File: src/rtl/decoder_138.sv
// 3-to-8 line decoder with triple enable gating (one active-high, two active-low).
// Latency: 1 cycle when DECODER_138_REG_OUT_EN is defined, otherwise 0 (combinational).
// Backpressure: none; a new select/enable set is accepted every cycle.
//
// Configuration macro: DECODER_138_REG_OUT_EN
//   defined   -> Y/en_o come from an output register clocked by clk, cleared by rst_n
//   undefined -> Y/en_o are purely combinational; clk and rst_n are unused
//
// Ports:
//   clk        rising-edge clock for the output register
//   rst_n      asynchronous active-low reset (registered build only)
//   A, B, C    select bits, index = {C,B,A}
//   G1         enable, active-high
//   G2An, G2Bn enables, active-low
//   Y[7:0]     decoded lines; polarity set by OUT_ACTIVE_LOW
//   en_o       high when the decoder is enabled, aligned with Y
module decoder_138 #(
  parameter bit OUT_ACTIVE_LOW = 1'b1
) (
  input  logic       clk,
  input  logic       rst_n,
  input  logic       A,
  input  logic       B,
  input  logic       C,
  input  logic       G1,
  input  logic       G2An,
  input  logic       G2Bn,
  output logic [7:0] Y,
  output logic       en_o
);

  logic       enable;
  logic [2:0] sel;
  logic [7:0] onehot;
  logic [7:0] y_next;

  assign enable = G1 & ~G2An & ~G2Bn;
  assign sel    = {C, B, A};

  // Enable gating wins over the select: a disabled decoder produces no hot bit at all.
  assign onehot = enable ? (8'd1 << sel) : 8'd0;
  assign y_next = OUT_ACTIVE_LOW ? ~onehot : onehot;

`ifdef DECODER_138_REG_OUT_EN
  // Disabled pattern, also the reset value of Y.
  localparam logic [7:0] Y_DISABLED = OUT_ACTIVE_LOW ? 8'hFF : 8'h00;

  always_ff @(posedge clk or negedge rst_n) begin
    if (!rst_n) begin
      Y    <= Y_DISABLED;
      en_o <= 1'b0;
    end else begin
      Y    <= y_next;
      en_o <= enable;
    end
  end
`else
  assign Y    = y_next;
  assign en_o = enable;

  // clk and rst_n stay on the port list so both builds share one footprint.
  logic unused_clk_rst;
  assign unused_clk_rst = clk ^ rst_n;
`endif

endmodule

File: config.mk
export PLATFORM = sky130hd
export DESIGN_NAME = decoder_138
export DESIGN_NICKNAME = d
export VERILOG_FILES = /design/src/rtl/decoder_138.sv
export SDC_FILE = /design/constraint.sdc
export NUM_CORES = 1
export LEC_CHECK = 0
export ABC_CLOCK_PERIOD_IN_PS = 800
export BUFFER_PORTS_ARGS = -buffer_cell sky130_fd_sc_hd__buf_4
export CAP_MARGIN = 15
export CELL_PAD_IN_SITES_DETAIL_PLACEMENT = 1
export CELL_PAD_IN_SITES_GLOBAL_PLACEMENT = 1
export CORE_AREA = 2 2 39 41
export DETAILED_ROUTE_END_ITERATION = 8
export DIE_AREA = 0 0 41 43
export PLACE_DENSITY_LB_ADDON = 0.1
export SLEW_MARGIN = 20
export SYNTH_ARGS = -nofsm -noshare
export SYNTH_HDL_FRONTEND = slang
export SYNTH_SLANG_ARGS = --single-unit
File: constraint.sdc
create_clock -name vclk -period 0.8
set_input_delay 0.08 -clock vclk [all_inputs]
set_output_delay 0.08 -clock vclk [all_outputs]
set_load 0.01 [all_outputs]
Word-level counts from Yosys, hierarchy flattened
Cells that the tools add are included.
W data, S select, Z words.
- ROM bits: 0
- RAM bits: 0
- output and inout port bits: 9
- register bits: 0
- logic and storage cells: 7
- bits in latches: 0
- bits of input ports: 8
- memories: 0
- $mul: 0
- divide/modulo/power cells: 0
- reductions and logical operators: 0
- shift operators: 1
- bitwise logic cells: 5
- $add $sub $neg: 0
- equality and inequality tests: 0
- muxes and demuxes: 1
- magnitude comparators: 0
- operators by type and width (cell ; number):
    $mux W8 ; 1
    $not A8 Y8 ; 1
    $shl A1 B3 Y8 const A ; 1
    $and A1 B1 Y1 ; 2
    $not A1 Y1 ; 2

Longest topological paths before layout
Gate-level depths: netlist (run 1).
- depth after elaboration: 5
- gate-level depth with buffers: 2

Worst setup path after synthesis (run 1)
Ideal clock, no wire load.
- path kind: input to output
- from: input G2Bn
- to: output Y[0]
- stages on the path: 2
- required time: 0.720 ns
- setup slack: 0.233 ns
- buffers on the path: 0
- data arrival time: 0.487 ns
- cell sequence: nor4b_2 nand2_1
- longest elaborated chain between the ends: 4
- RTL lines (item ; RTL line ; text):
    from (decl) ; 27 ; input logic G2Bn,
    $not A1 Y1 ; 37 ; assign enable = G1 & ~G2An & ~G2Bn;
    $and A1 B1 Y1 ; 37 ;
    $mux W8 ; 41 ; assign onehot = enable ? (8'd1 << sel) : 8'd0;
    $not A8 Y8 ; 42 ; assign y_next = OUT_ACTIVE_LOW ? ~onehot : onehot;
    to (decl) ; 28 ; output logic [7:0] Y,
Every way passes these cells.

Worst setup path in the final report (run 1)
- from: input B
- to: output Y[4]
- longest elaborated chain between the ends: 3
- RTL lines (item ; RTL line ; text):
    from (decl) ; 23 ; input logic B,
    $shl A1 B3 Y8 ; 41 ;
    $mux W8 ; 41 ;
    $not A8 Y8 ; 42 ;
Every way passes these cells.

==> reports/metrics.yaml, run 1 <==
grt:
  grt_max_degree: 5
  grt_util_all_layers: 0.06294
  grt_pass1_wl_um: 821
  grt_overflow_total: 0
  first_global_vias: 184
  global_route.usage.met2: 0.1125
  gr-usage-met3: 0
  grt-busiest-layer: "met2"
  grtUsageMet1: 0.08544
  antenna_found_initial: 0
yosys:
  synth.area.mux_share: 0
  fraction_of_post_synthesis_cell_area_in_the_top_cell_type_by_area: 0.2564
  synth_compound_area_frac: 0
  yosys-top-cells-area: "sky130_fd_sc_hd__and4bb_2 (26%), sky130_fd_sc_hd__nand2_1 (23%), sky130_fd_sc_hd__nor2b_1 (19%)"
  synth.net_count: 23
  synth.cell_area_um2: 97.59
  basic_gate_share_of_the_synthesized_area_counting_and_or_nand_and_nor_cells: 1.000
  post-synth-top-area-cell: "sky130_fd_sc_hd__and4bb_2"
  yosysWarningCount: 0
  largest_family_of_logic_cells_by_synthesized_area: "simple AND/OR/NAND/NOR gates"
  post_syn_area_per_cell_um2: 6.506
  adder_cell_area_share_of_the_yosys_netlist: 0
  yosys.cell_types.count: 6
  yosys.area_share.xor_xnor: 0
  ys_seq_area_frac: 0
  netlist_instances: 15
timing:
  worst_slew_margin_rel: 0.8565
  drv_slew: 0
  period_needed_ps: 769.5
  timing.final.setup_violations: 0
  tightest_slew_ps: 214.3
  finalHoldViolations: 0
  grt_setup_unrepaired: "yes"
  worst_slack_ps: 30.53
  final.period_utilization: 0.9618
  fmax_mhz: 1300
  final.setup.tns_ps: 0
power_and_ir_drop:
  power.share.combinational: 1.000
  p_leak_nw: 0.1237
  power_density_mw_per_mm2: 331.7
  share_seq_of_total_power: 0
  vdd_drop_max_mv: 0.05936
  power.switching_fraction: 0.4061
  internal_power_w: 0.00006039
  power_switching_w: 0.00004129
  pwr-share-clk: 0
layout:
  most_common_cell_after_layout_fill_and_taps_aside: "sky130_fd_sc_hd__buf_4"
  finalNonFillerCells: 49
  final_nets: 43
  n_sequential_cell: 0
  diodes: 0
  clock_buffer_count: 0
  syn_to_final_growth_pct: 214.1
  layout-drive-gt1-share: 0.7576
  ff_latch_area_um2: 0
  post-route-util: 0.2215
  most-common-layout-cells: "sky130_fd_sc_hd__buf_4 (11), sky130_fd_sc_hd__buf_6 (6), sky130_fd_sc_hd__nand2_1 (5)"
floorplanning:
  die_width_um: 41
  num_rows: 14
  fp.coreArea_mm2: 0.001384
  die_h_um: 43
  design.portCount: 17
  floorplan.die_area_mm2: 0.001763
  start_util: 0.07052
routing:
  initialDrtViolationCount: 0
  firstDrtPassIters: 1
  via_per_inst: 3.653
  via_count: 179
  totalWireLength_um: 484
  drcViolationCount: 0
  avgRoutedWirePerCell_um: 9.878
  antenna_violating_nets_post_route: 0
status:
  status: "finished clean"
worst_setup_path:
  critPathTopFamily: "simple AND/OR/NAND/NOR gates"
  data_arrival_time_of_the_critical_path_ps: 690
  worstPathCellList: "buf_8 > nor4b_4 > nand2_1 > buf_6"
  worstSetupStartpointType: "primary input"
  cp_slowest_cell: "sky130_fd_sc_hd__nor4b_4"
  critPathKind: "in -> out"
  cpPeakStageDelay_ps: 280
  crit_buf_inv: 2
  worst_ep_required_time_ps: 720
  critPathCaptureType: "primary output"
  crit_path_max_fanout: 4
job:
  cap_viol_max_count: 0
placement:
  gpl.final_weighted_congestion: 0.6062
  placed_cells_incl_taps: 49
  hpwl_um: 402.2
  io_buffer_count: 15
  dpl_worst_slack_ps: -54.59
clock_tree:
  cts_setup_buffers: 0
  cts-hold-fix-buffers: 0
worst_hold_path:
  holdCritPathClass: "in -> out"
-- worst paths after layout --
path              start  endpoint  slack (ps)  cells past startpoint
setup / recovery      B      Y[4]          30                      4
hold / removal        B      Y[0]         440                      4
-- layout make-up --
cell class	instances	area (µm²)
fillers	166	1077
repair buffers	18	165.2
multi-input cells	15	121.4
well taps	16	20.02
-- power groups by stage --
| stage | sequential [W] | combinational [W] | clock [W] |
|---|---|---|---|
| 2_1_floorplan | 0 | 0.0000235 | 0 |
| 3_3_place_gp | 0 | 0.0000789 | 0 |
| 3_5_place_dp | 0 | 0.0000804 | 0 |
| 4_1_cts | 0 | 0.0000894 | 0 |
| 5_1_grt | 0 | 0.000112 | 0 |
| 6_report | 0 | 0.000102 | 0 |
-- through the flow --
step                      instance area, µm²  hold slack (ps)  total power [W]
final                                  306.5            441.4        0.0001017
after global routing                   306.5            465.5        0.0001116
after CTS                              271.5            425.8       0.00008943
after detailed placement               252.7            418.8       0.00008043
after global placement                 252.7            416.8       0.00007893
after floorplan                        97.59            206.4       0.00002351
-- tightest hold or removal path: stages --
cell,delay [ps]
sky130_fd_sc_hd__buf_8,80
sky130_fd_sc_hd__nor4b_4,40
sky130_fd_sc_hd__nand2_1,60
sky130_fd_sc_hd__buf_6,100
-- repair_timing --
item,4_1_cts,5_1_grt
pin swaps,1,5
setup endpoints to repair,3,9
gates resized for setup,4,10
-- synth_stat cells --
library cell,n
sky130_fd_sc_hd__nor2_1,1
sky130_fd_sc_hd__nor2b_1,3
sky130_fd_sc_hd__nand2_1,6
sky130_fd_sc_hd__nor4b_2,1
sky130_fd_sc_hd__nand4_1,2
sky130_fd_sc_hd__and4bb_2,2
-- logic make-up after synthesis --
logic type       count (synthesis)
and+or+nand+nor                 15
-- layer usage --
layer  share of wire  routed length [µm]  vias up
met5               0                   0        -
met4               0                   0        0
met3            0.10                  50        0
met2            0.48                 230        9
met1            0.42                 203       79
li1                -                   -       91
No activity file was read; power rests on OpenSTA's default activity.
==> inputs of run 2 (changes only) <==
- ABC_CLOCK_PERIOD_IN_PS: 800 -> 970
- clock period: 0.8 -> 0.97 ns (I/O delays scaled with it)
==> run 2 against run 1 <==
Net effect: non-clock buffer count is 3 lower; total power is 44% lower; cell area is 25% lower; largest cell class unchanged; sequential share of layout area stayed put; die area stayed put; hold slack better by 9.8 ps; cell count is 6.1% lower; critical path depth stayed put; largest power group unchanged.
==> reports/metrics.yaml, run 2 (synthesis results as in run 1) <==
layout:
  most_common_cell_after_layout_fill_and_taps_aside: "sky130_fd_sc_hd__buf_4"  # unchanged
  layout-drive-gt1-share: 0.6000  # was 0.7576
  ff_latch_area_um2: 0  # unchanged
  diodes: 0  # unchanged
  final_nets: 40  # was 43
  total_of_fill_cells_in_the_finished_design: 173  # was 166
  most-common-layout-cells: "sky130_fd_sc_hd__buf_4 (15), sky130_fd_sc_hd__nand2_1 (6), sky130_fd_sc_hd__nor2b_1 (3), sky130_fd_sc_hd__and4bb_2 (2), sky130_fd_sc_hd__nand4_1 (2)"  # was sky130_fd_sc_hd__buf_4 (11), sky130_fd_sc_hd__buf_6 (6), sky130_fd_sc_hd__nand2_1 (5)
  clock_buffer_count: 0  # unchanged
  syn_to_final_growth_pct: 135.9  # was 214.1%
  n_sequential_cell: 0  # unchanged
worst_hold_path:
  hold_start: "G2An"  # was B
  holdCritPathClass: "in -> out"  # unchanged
placement:
  gpl.final_weighted_congestion: 0.6060  # was 0.6062
  io_buffer_count: 15  # unchanged
grt:
  antenna_found_initial: 0  # unchanged
  grt_util_all_layers: 0.05395  # was 0.06294
  first_global_vias: 140  # was 184
  grt_max_degree: 6  # was 5
  grt_overflow_total: 0  # unchanged
  grt_pass1_wl_um: 696  # was 821 µm
clock_tree:
  cts-hold-fix-buffers: 0  # unchanged
  cts_setup_buffers: 0  # unchanged
  post_cts_resize_count: 0  # was 4
floorplanning:
  floorplan.die_area_mm2: 0.001763  # unchanged
  design.portCount: 17  # unchanged
  die_width_um: 41  # unchanged
  die_h_um: 43  # unchanged
  num_rows: 14  # unchanged
  fp.coreArea_mm2: 0.001384  # unchanged
  start_util: 0.07052  # unchanged
status:
  status: "finished clean"  # unchanged
worst_setup_path:
  crit_buf_inv: 2  # unchanged
  worstSetupStartpointType: "primary input"  # unchanged
  data_arrival_time_of_the_critical_path_ps: 800  # was 690 ps
  worstPathCellList: "buf_4 > nor4b_2 > nand2_1 > buf_4"  # was buf_8 > nor4b_4 > nand2_1 > buf_6
  cp_slowest_cell: "sky130_fd_sc_hd__nor4b_2"  # was sky130_fd_sc_hd__nor4b_4
  critPathTopFamily: "simple AND/OR/NAND/NOR gates"  # unchanged
  timing.critical_path.mode_cell: "sky130_fd_sc_hd__buf_4"
  worst_ep_required_time_ps: 870  # was 720 ps
  crit_path_max_fanout: 4  # unchanged
  cpPeakStageDelay_ps: 330  # was 280 ps
  worstSetupStartpoint: "G2Bn"  # was B
  critPathKind: "in -> out"  # unchanged
  critPathCaptureType: "primary output"  # unchanged
timing:
  period_needed_ps: 898.2
  holdWs_ps: 451.2  # was 441.4 ps
  timing.final.setup_violations: 0  # unchanged
  final.setup.tns_ps: 0  # unchanged
  drv_slew: 0  # unchanged
  worst_slew_margin_rel: 0.8081  # was 0.8565
  final.period_utilization: 0.9260
  finalHoldViolations: 0  # unchanged
  tightest_slew_ps: 287.1  # was 214.3 ps
  fmax_mhz: 1113
  grt_setup_unrepaired: "no"  # was yes
routing:
  antenna_violating_nets_post_route: 0  # unchanged
  initialDrtViolationCount: 3  # was 0
  via_count: 163  # was 179
  via_per_inst: 3.543  # was 3.653
  firstDrtPassIters: 2  # was 1
  avgRoutedWirePerCell_um: 9.957  # was 9.878 µm
  totalWireLength_um: 458  # was 484 µm
  drcViolationCount: 0  # unchanged
power_and_ir_drop:
  vdd_drop_max_mv: 0.03056  # was 0.05936 mV
  power_density_mw_per_mm2: 246.7  # was 331.7 mW/mm²
  internal_power_w: 0.00003113  # was 0.00006039 W
  power.share.combinational: 1.000  # about the same
  p_leak_nw: 0.08774  # was 0.1237 nW
  share_seq_of_total_power: 0  # about the same
  pwr-share-clk: 0  # about the same
  power.switching_fraction: 0.4519  # was 0.4061
  power_switching_w: 0.00002566  # was 0.00004129 W
job:
  cap_viol_max_count: 0  # unchanged
-- run 2: stage by stage --
step / util / instances / area (µm²) / worst slack, ps / power, W
after detailed placement: 0.1664 / 46 / 230.2 / 44.90 / 0.00005788
after global routing: 0.1664 / 46 / 230.2 / 1.906 / 0.00006250
after floorplan: - / 15 / 97.59 / 368.9 / 0.00001939
final: 0.1664 / 46 / 230.2 / 71.78 / 0.00005679
after CTS: 0.1664 / 46 / 230.2 / 44.90 / 0.00005805
after global placement: 0.1664 / 46 / 230.2 / 76.41 / 0.00005637
-- run 2: per-layer routing --
layer	global-route usage	up-vias	wire length, µm
met5	0	-	0
met4	0	0	0
met3	0.005236	0	43
met2	0.08125	9	205
met1	0.08544	69	210
li1	-	85	-
-- run 2: power by group through the flow --
stage	combinational, W	sequential [W]	clock (W)
final	0.0000568	0	0
after global routing	0.0000625	0	0
after CTS	0.0000580	0	0
after detailed placement	0.0000579	0	0
after global placement	0.0000564	0	0
after floorplan	0.0000194	0	0
-- run 2: area by class of cell --
type,count,area [µm²],area share
timing repair buffer,15,112.6,0.4891
multi-input combinational,15,97.59,0.4239
tap,16,20.02,0.08696
-- run 2: worst paths after layout --
path,end,cells after the start,slack [ps]
worst max-delay path,Y[4],4,70
worst min-delay path,en_o,3,450
==> inputs of run 3 (changes only) <==
- ABC_AREA: not set -> 1
- RECOVER_POWER: not set -> 100
- REMOVE_ABC_BUFFERS: not set -> 1
==> run 3 against run 2 <==
Net effect: total power grew 3.5%; synthesized area increased by 10%; fmax increased by 9.1%; routed wire length rose by 3.5%; die area did not move; setup slack better by 75 ps; critical endpoint is now Y[6].
==> reports/metrics.yaml, run 3 <==
floorplanning:
  fp.coreArea_mm2: 0.001384  # unchanged
  design.portCount: 17  # unchanged
  die_width_um: 41  # unchanged
  die_h_um: 43  # unchanged
  floorplan.die_area_mm2: 0.001763  # unchanged
  start_util: 0.07776  # was 0.07052
  num_rows: 14  # unchanged
worst_hold_path:
  worst_hold_path.num_cells: 3  # unchanged
  holdCritPathClass: "in -> out"  # unchanged
  hold-path-endpoint: "en_o"  # unchanged
  hold_start: "G2Bn"  # was G2An
layout:
  syn_to_final_growth_pct: 96.51  # was 135.9%
  ff_latch_area_um2: 0  # unchanged
  n_sequential_cell: 0  # unchanged
  total_of_fill_cells_in_the_finished_design: 194  # was 173
  clock_buffer_count: 0  # unchanged
  layout-drive-gt1-share: 0.2683  # was 0.6000
  final_nets: 51  # was 40
  most-common-layout-cells: "sky130_fd_sc_hd__nand2_1 (12), sky130_fd_sc_hd__nor2_1 (8), sky130_fd_sc_hd__buf_4 (7), sky130_fd_sc_hd__clkbuf_1 (7), sky130_fd_sc_hd__inv_1 (3)"  # was sky130_fd_sc_hd__buf_4 (15), sky130_fd_sc_hd__nand2_1 (6), sky130_fd_sc_hd__nor2b_1 (3), sky130_fd_sc_hd__and4bb_2 (2), sky130_fd_sc_hd__nand4_1 (2)
  finalNonFillerCells: 57  # was 46
  multi_input_comb_area_um2: 92.59  # was 97.59 µm²
  diodes: 0  # unchanged
  most_common_cell_after_layout_fill_and_taps_aside: "sky130_fd_sc_hd__nand2_1"  # was sky130_fd_sc_hd__buf_4
timing:
  drv_slew: 0  # unchanged
  tightest_slew_ps: 206.3  # was 287.1 ps
  holdWs_ps: 463.2  # was 451.2 ps
  grt_setup_unrepaired: "no"  # unchanged
  worst_slew_margin_rel: 0.8621  # was 0.8081
  final.setup.tns_ps: 0  # unchanged
  timing.final.setup_violations: 0  # unchanged
  final.period_utilization: 0.8484  # was 0.9260
  period_needed_ps: 823.0  # was 898.2 ps
  finalHoldViolations: 0  # unchanged
  fmax_mhz: 1215  # was 1113 MHz
placement:
  io_buffer_count: 15  # unchanged
  placed_cells_incl_taps: 57  # was 46
  hpwl_um: 420.1
  gpl.final_weighted_congestion: 0.7102  # was 0.6060
power_and_ir_drop:
  vdd_drop_max_mv: 0.07480  # was 0.03056 mV
  p_leak_nw: 0.09717  # was 0.08774 nW
  power_density_mw_per_mm2: 277.9  # was 246.7 mW/mm²
routing:
  totalWireLength_um: 474  # was 458 µm
  firstDrtPassIters: 2  # unchanged
  avgRoutedWirePerCell_um: 8.316  # was 9.957 µm
  initialDrtViolationCount: 1  # was 3
  via_per_inst: 3.456  # was 3.543
  drcViolationCount: 0  # unchanged
  via_count: 197  # was 163
  antenna_violating_nets_post_route: 0  # unchanged
yosys:
  ys_top_cells_by_count: "sky130_fd_sc_hd__nand2_1 (12), sky130_fd_sc_hd__nor2_1 (8), sky130_fd_sc_hd__inv_1 (3)"  # was sky130_fd_sc_hd__nand2_1 (6), sky130_fd_sc_hd__nor2b_1 (3), sky130_fd_sc_hd__and4bb_2 (2), sky130_fd_sc_hd__nand4_1 (2)
  netlist_instances: 26  # was 15
  yosys-top-cells-area: "sky130_fd_sc_hd__nand2_1 (42%), sky130_fd_sc_hd__nor2_1 (28%), sky130_fd_sc_hd__inv_1 (10%)"  # was sky130_fd_sc_hd__and4bb_2 (26%), sky130_fd_sc_hd__nand2_1 (23%), sky130_fd_sc_hd__nor2b_1 (19%)
  yosys.cell_count.top_type: "sky130_fd_sc_hd__nand2_1"  # unchanged
  post_syn_area_per_cell_um2: 4.139  # was 6.506 µm²
  yosys.cell_types.count: 6  # unchanged
  synth.cell_area_um2: 107.6  # was 97.59 µm²
  post-synth-top-area-cell: "sky130_fd_sc_hd__nand2_1"  # was sky130_fd_sc_hd__and4bb_2
  ys_seq_area_frac: 0  # unchanged
  yosysWarningCount: 0  # unchanged
  fraction_of_post_synthesis_cell_area_in_the_top_cell_type_by_area: 0.4186  # was 0.2564
worst_setup_path:
  crit_path_max_fanout: 9  # was 4
  critPathCaptureType: "primary output"  # unchanged
  critPathKind: "in -> out"  # unchanged
  worst_ep_required_time_ps: 870  # about the same
  data_arrival_time_of_the_critical_path_ps: 730  # was 800 ps
  worstSetupStartpointType: "primary input"  # unchanged
grt:
  antenna_found_initial: 0  # unchanged
  grt_overflow_total: 0  # unchanged
  first_global_vias: 175  # was 140
  grt_util_all_layers: 0.05694  # was 0.05395
  grt_max_degree: 10  # was 6
  grt_pass1_wl_um: 759  # was 696 µm
job:
  cap_viol_max_count: 0  # unchanged
clock_tree:
  post_cts_resize_count: 0  # unchanged
  cts_setup_buffers: 0  # unchanged
  cts-hold-fix-buffers: 0  # unchanged
status:
  status: "finished clean"  # unchanged
==> run 3: cell count changes after synthesis <==
cell	change
sky130_fd_sc_hd__inv_2	+1
sky130_fd_sc_hd__inv_1	+3
sky130_fd_sc_hd__nand4_1	-2
sky130_fd_sc_hd__nor2_1	+7
sky130_fd_sc_hd__nand2_2	+1
sky130_fd_sc_hd__nor2b_1	-3
sky130_fd_sc_hd__nand2_1	+6
sky130_fd_sc_hd__nor2_4	+1
sky130_fd_sc_hd__and4bb_2	-2
sky130_fd_sc_hd__nor4b_2	-1
==> run 3: kinds of logic after synthesis <==
kind of cell / count (synthesis) / share of synthesized area
AND/OR/NAND/NOR: 22 / 0.8605
buffers and inverters: 4 / 0.1395
==> run 3: worst max-delay path by stage <==
stage,from,endpoint,slack (ps),cells after the start
floorplan,G2An,Y[1],370,4
global placement,G2An,Y[5],160,6
detailed placement,G2An,Y[5],110,6
CTS,G2An,Y[5],110,6
global route,G2An,Y[1],50,6
finish,G2An,Y[6],150,6
==> run 3: area by class of cell <==
class	instances	area share
timing repair buffer	15	0.3964
inverter	4	0.07101
tap	16	0.09467
multi-input combinational	22	0.4379
==> run 3: worst max-delay path: stages <==
cell and delay [ps]:
sky130_fd_sc_hd__buf_4 110, sky130_fd_sc_hd__inv_1 60, sky130_fd_sc_hd__nand2_2 60, sky130_fd_sc_hd__nor2_4 180
sky130_fd_sc_hd__nand2_1 80, sky130_fd_sc_hd__buf_4 150
==> run 3: through the flow <==
stage | total power (W) | setup slack, ps | area, µm² | util
after floorplan | 0.00002683 | 374.7 | 107.6 | -
after CTS | 0.00006414 | 105.1 | 240.2 | 0.1736
final | 0.00005876 | 147.0 | 211.5 | 0.1528
after detailed placement | 0.00006404 | 106.2 | 240.2 | 0.1736
after global placement | 0.00006203 | 155.1 | 240.2 | 0.1736
after global routing | 0.00006800 | 46.69 | 211.5 | 0.1528
==> run 3: metal layers <==
layer / share of wire / vias to the layer above / track usage
li1: - / 104 / -
met1: 0.38 / 89 / 0.07911
met2: 0.56 / 4 / 0.1000
met3: 0.057 / 0 / 0
met4: 0 / 0 / 0
met5: 0 / - / 0
==> run 3: where the power goes <==
group	switching (W)	total, W	internal (W)
clock	0	0	0
combinational	0.0000322	0.0000588	0.0000265
sequential	0	0	0
total	0.0000322	0.0000588	0.0000265
